==> src/rtl/nb_line_buf_ctrl.sv <==
// nb_line_buf_ctrl: sequences above-row neighbour fetches and CU bottom-row
// write-backs over a single-port neighbour-info RAM with 1-cycle read latency.
module nb_line_buf_ctrl #(
    parameter int addr_bits = 8,
    parameter int data_bits = 16
) (
    input  logic                 clk,
    input  logic                 rst_n,
    input  logic [addr_bits:0]   pic_w4,
    input  logic                 fetch_start,
    input  logic [addr_bits-1:0] fetch_x4,
    input  logic [4:0]           fetch_w4,
    output logic                 fetch_valid,
    output logic [4:0]           fetch_idx,
    output logic [data_bits-1:0] fetch_data,
    output logic                 fetch_avail,
    output logic                 fetch_done,
    input  logic                 store_start,
    input  logic [addr_bits-1:0] store_x4,
    input  logic [4:0]           store_w4,
    input  logic                 store_valid,
    input  logic [data_bits-1:0] store_data,
    output logic                 store_ready,
    output logic                 store_done,
    output logic                 busy,
    output logic                 ram_en,
    output logic                 ram_we,
    output logic [addr_bits-1:0] ram_addr,
    output logic [data_bits-1:0] ram_din,
    input  logic [data_bits-1:0] ram_dout
);
    localparam int cw = addr_bits + 2;

    typedef enum logic [2:0] {IDLE, RD, RD_LAST, WR, WR_DONE} state_t;

    state_t               state, state_nx;
    logic [addr_bits-1:0] x4;
    logic [4:0]           w4, k, j, rd_k;
    logic                 rd_v, rd_in;
    logic [cw-1:0]        col, wcol;
    logic                 col_in, wr_in, wr_go;

    // Column x4-1+k goes negative at the left edge; the extra top bit flags that.
    assign col    = {2'b00, x4} + {{(cw-5){1'b0}}, k} - cw'(1);
    assign col_in = !col[cw-1] && col < {1'b0, pic_w4};
    assign wcol   = {2'b00, x4} + {{(cw-5){1'b0}}, j};
    assign wr_in  = wcol < {1'b0, pic_w4};
    assign wr_go  = state == WR && store_valid;

    always_ff @(posedge clk or negedge rst_n) begin
        if (!rst_n) begin
            state <= IDLE;
            x4    <= '0;
            w4    <= '0;
            k     <= '0;
            j     <= '0;
            rd_v  <= 1'b0;
            rd_k  <= '0;
            rd_in <= 1'b0;
        end else begin
            state <= state_nx;
            if (state == IDLE && store_start) begin
                x4 <= store_x4;
                w4 <= store_w4;
                j  <= '0;
            end else if (state == IDLE && fetch_start) begin
                x4 <= fetch_x4;
                w4 <= fetch_w4;
                k  <= '0;
            end
            if (state == RD)
                k <= k + 5'd1;
            if (wr_go)
                j <= j + 5'd1;
            rd_v  <= state == RD;
            rd_k  <= k;
            rd_in <= state == RD && col_in;
        end
    end

    always_comb begin
        state_nx = state;
        case (state)
            IDLE:    state_nx = store_start ? WR : fetch_start ? RD : IDLE;
            RD:      state_nx = k == w4 + 5'd1 ? RD_LAST : RD;
            RD_LAST: state_nx = IDLE;
            WR:      state_nx = wr_go && j == w4 - 5'd1 ? WR_DONE : WR;
            WR_DONE: state_nx = IDLE;
            default: state_nx = IDLE;
        endcase
    end

    assign busy        = state != IDLE;
    assign store_ready = state == WR;
    assign store_done  = state == WR_DONE;
    assign ram_we      = wr_go && wr_in;
    assign ram_en      = (state == RD && col_in) || ram_we;
    assign ram_addr    = state == RD ? col[addr_bits-1:0] : state == WR ? wcol[addr_bits-1:0] : '0;
    assign ram_din     = ram_we ? store_data : '0;
    assign fetch_valid = rd_v;
    assign fetch_idx   = rd_v ? rd_k : '0;
    assign fetch_avail = rd_in;
    assign fetch_data  = rd_in ? ram_dout : '0;
    assign fetch_done  = rd_v && state == RD_LAST;
endmodule

==> config.mk <==
export PLATFORM = sky130hd
export DESIGN_NAME = nb_line_buf_ctrl
export DESIGN_NICKNAME = d
export VERILOG_FILES = /design/src/rtl/nb_line_buf_ctrl.sv
export SDC_FILE = /design/constraint.sdc
export NUM_CORES = 1
export LEC_CHECK = 0
export CAP_MARGIN = 20
export CORE_ASPECT_RATIO = 1.2
export CORE_UTILIZATION = 45
export CTS_CLUSTER_SIZE = 30
export DETAILED_ROUTE_END_ITERATION = 12
export MAX_ROUTING_LAYER = met4
export PLACE_DENSITY_LB_ADDON = 0.25
export SYNTH_ARGS = -nofsm -noshare
export SYNTH_HDL_FRONTEND = slang
export SYNTH_SLANG_ARGS = --single-unit
==> constraint.sdc <==
create_clock -name clk -period 9.2 [get_ports clk]
set_clock_uncertainty 0.05 [all_clocks]
set_input_delay 0.92 -clock clk [delete_from_list [all_inputs] [get_ports clk]]
set_output_delay 0.92 -clock clk [all_outputs]
set_load 0.02 [all_outputs]
==> impl_metrics.yaml <==
critical_path:
  endpoint_kind: "output pin"
  reg2reg_depth: 17
  critPathLaunchType: "flop"
  crit_required_ps: 8230
  arrival_ps: 4320
  path_max_fanout: 6
  crit_type: "reg2out"
floorplan:
  dieHeight_um: 94.7
  placementRows: 33
  initial_core_util_pct: 46.7
  core-area_mm2: 0.00690
  die_w_um: 79.2
  io_pins: 125
  die-area_mm2: 0.00750
synthesis:
  yosysWarningCount: 0
  synthCells: 379
  synth_edf_count: 0
  yosysSeqAreaShare_pct: 25.7
  syn_area_per_cell_um2: 8.49
  async_flop_share_pct: 100
  synth_nets: 493
  synth_ff_type: "dfrtp_1"
  ys_seq_elements: 33
  synthesis.area_mm2: 0.00322
  synth_cell_types: 59
detailed_routing:
  top_layer_used: "met4"
  routedWlPerCell_um: 14.3
  wl_met1_um: 3430
  met3_length_um: 710
  dr.pass1.iters: 4
  viasPerCell: 5.31
  vias: 3130
  drt_iter0_markers: 163
  antenna_left: 0
  drt_wl_total_um: 8430
  drc_errors: 0
  route.met2.wl_um: 4100
outcome:
  status: "finished clean"
cts:
  clk_pin_slew_worst_paths_ps: 70
  cts_buffer_depth: 2
  cts_setup_buffers: 0
  hold_buffers: 0
  tritoncts: "yes"
  clk_latency_ps: 290
  numCtsBuffers: 5
  h-tree-depth: 2
  root_buffer: "clkbuf_8"
  clock-sinks: 33
  cts_resized: 0
placement:
  hpwl_um: 6880
  pre_cts_slack_ps: 4260
  portBuffers: 124
  place_congestion: 0.859
timing:
  hold_viol: 0
  fin_tns_setup_ps: 0
  max_slew_margin_pct: 51.3
  fmax_ghz: 0.189
  min_period_ps: 5290
  worst_pin_slew_ps: 731
  setup_slack_ps: 3910
  maxSlewViolCount: 0
  rsz0062_at_grt: "false"
  setup_viol: 0
  fin_crit_sh_pct: 57.5
final_layout:
  num_antenna_cells: 0
  layout_commonest_cell: "clkdlybuf4s50_1"
  nets: 616
  fill_cells: 567
  post_route_cells_drive_above_1_share_pct: 5.17
  area_growth_pct: 42.8
  layout_common_cells: "clkdlybuf4s50_1 (124), inv_1 (50), ha_1 (40)"
power_and_ir_drop:
  leakagePower_uw: 0.00207
  p_total_uw: 1680
  p_per_area_mw_per_mm2: 365
  irDropWorstVdd_mv: 0.196
global_routing:
  grt_pass1_vias: 3062
  track_usage_pct: 24.4
  grt_max_degree: 34
  antenna_found_initial: 0
  grt_pass1_wl_um: 13900
  overflow: 0
job:
  maxCapViolations: 0
hold_path:
  hold_path.class: "reg2reg"
  holdPathStages: 0
[cell usage after synthesis, types with 2 or more instances]
| library cell | number | area share [%] |
|---|---|---|
| ha_1 | 40 | 16 |
| nand2_1 | 19 | 2.2 |
| nand3_1 | 8 | 1.2 |
| xor2_1 | 7 | 1.9 |
| a21boi_2 | 8 | 2.8 |
| and2_1 | 23 | 4.5 |
| a211oi_1 | 2 | 0.47 |
| a21boi_1 | 8 | 1.9 |
| nor2_1 | 29 | 3.4 |
| or3_1 | 4 | 0.78 |
| o21a_1 | 2 | 0.47 |
| dfrtp_1 | 33 | 26 |
| fa_1 | 2 | 1.2 |
| nor2b_1 | 5 | 0.97 |
| mux2i_1 | 13 | 4.0 |
| buf_6 | 2 | 0.70 |
| nand2b_1 | 5 | 0.97 |
| o211ai_1 | 5 | 1.2 |
| a21oi_1 | 29 | 4.5 |
| a22o_1 | 5 | 1.4 |
| o21ai_1 | 2 | 0.31 |
| buf_2 | 4 | 0.62 |
| o21ai_0 | 19 | 3.0 |
| xnor2_1 | 15 | 4.1 |
| inv_1 | 50 | 5.8 |
| nor3_1 | 7 | 1.1 |
[flip-flops by register name (all words and copies together), names as in the netlist]
signal,flops
x4,8
j,5
k,5
rd_k,5
w4,5
state,3
fetch_avail,1
fetch_valid,1
[worst max-delay path, stage by stage, from the launching register on]
cell             delay, ps
dfrtp_1                440
inv_1                   70
ha_1                   270
inv_1                   60
ha_1                   160
inv_1                   60
fa_1                   390
nand2b_1               180
a21oi_1                180
o21a_1                 200
nor2_1                  70
xor2_1                 140
ha_1                   290
a211oi_1               200
o21ai_0                110
o221ai_1               200
o311ai_0               230
nand3_1                140
clkdlybuf4s50_1        630
[cells by family after synthesis]
group,after synthesis,share of synthesized area [%]
buf+inv,62,8.43
mux,13,4.04
xor+xnor,22,5.99
compound gates,95,20.1
simple gates,112,19.0
flops,33,25.7
fa+ha+maj,42,16.8
[through the flow]
stage / util, % / instance area [um^2] / instances / hold WS [ps]
2_1_floorplan: - / 3220 / 379 / 399
3_3_place_gp: 65.4 / 4510 / 582 / 417
3_5_place_dp: 65.4 / 4510 / 582 / 429
4_1_cts: 66.7 / 4600 / 590 / 448
5_1_grt: 66.7 / 4600 / 590 / 472
6_report: 66.7 / 4600 / 590 / 446
[path summary, 6_finish.rpt]
check                           start           to  slack, ps
worst max-delay path             k[1]       ram_en       3910
worst min-delay path             k[1]      rd_k[1]        450
worst max register to register   k[1]  fetch_avail       5730
worst min register to register   k[1]      rd_k[1]        450
max in group asynchronous       rst_n        x4[0]       7820
min in group asynchronous       rst_n  fetch_avail        970
[routing by layer]
metal | track usage (%) | up-vias
met2 | 42.8 | 139
met4 | 8.48 | 0
met5 | - | -
met1 | 26.6 | 1425
li1 | - | 1548
met3 | 6.18 | 18
[power breakdown]
group          internal, uW  switching, uW  leakage (uW)
registers               201           82.1      0.000405
clock network          52.2           59.5     0.0000439
logic                   592            691       0.00162
total                   845            833       0.00207
[cell type report]
cell class                      instances  area [um^2]  area share, %
Clock inverter                          3         17.5          0.381
Multi-Input combinational cell        284         2120           46.2
Tap cell                               87          109           2.37
Clock buffer                            5         68.8           1.50
Inverter                               52          198           4.30
Timing Repair Buffer                  126         1260           27.3
Sequential cell                        33          826           18.0
Power figures use the tool's default switching activity.
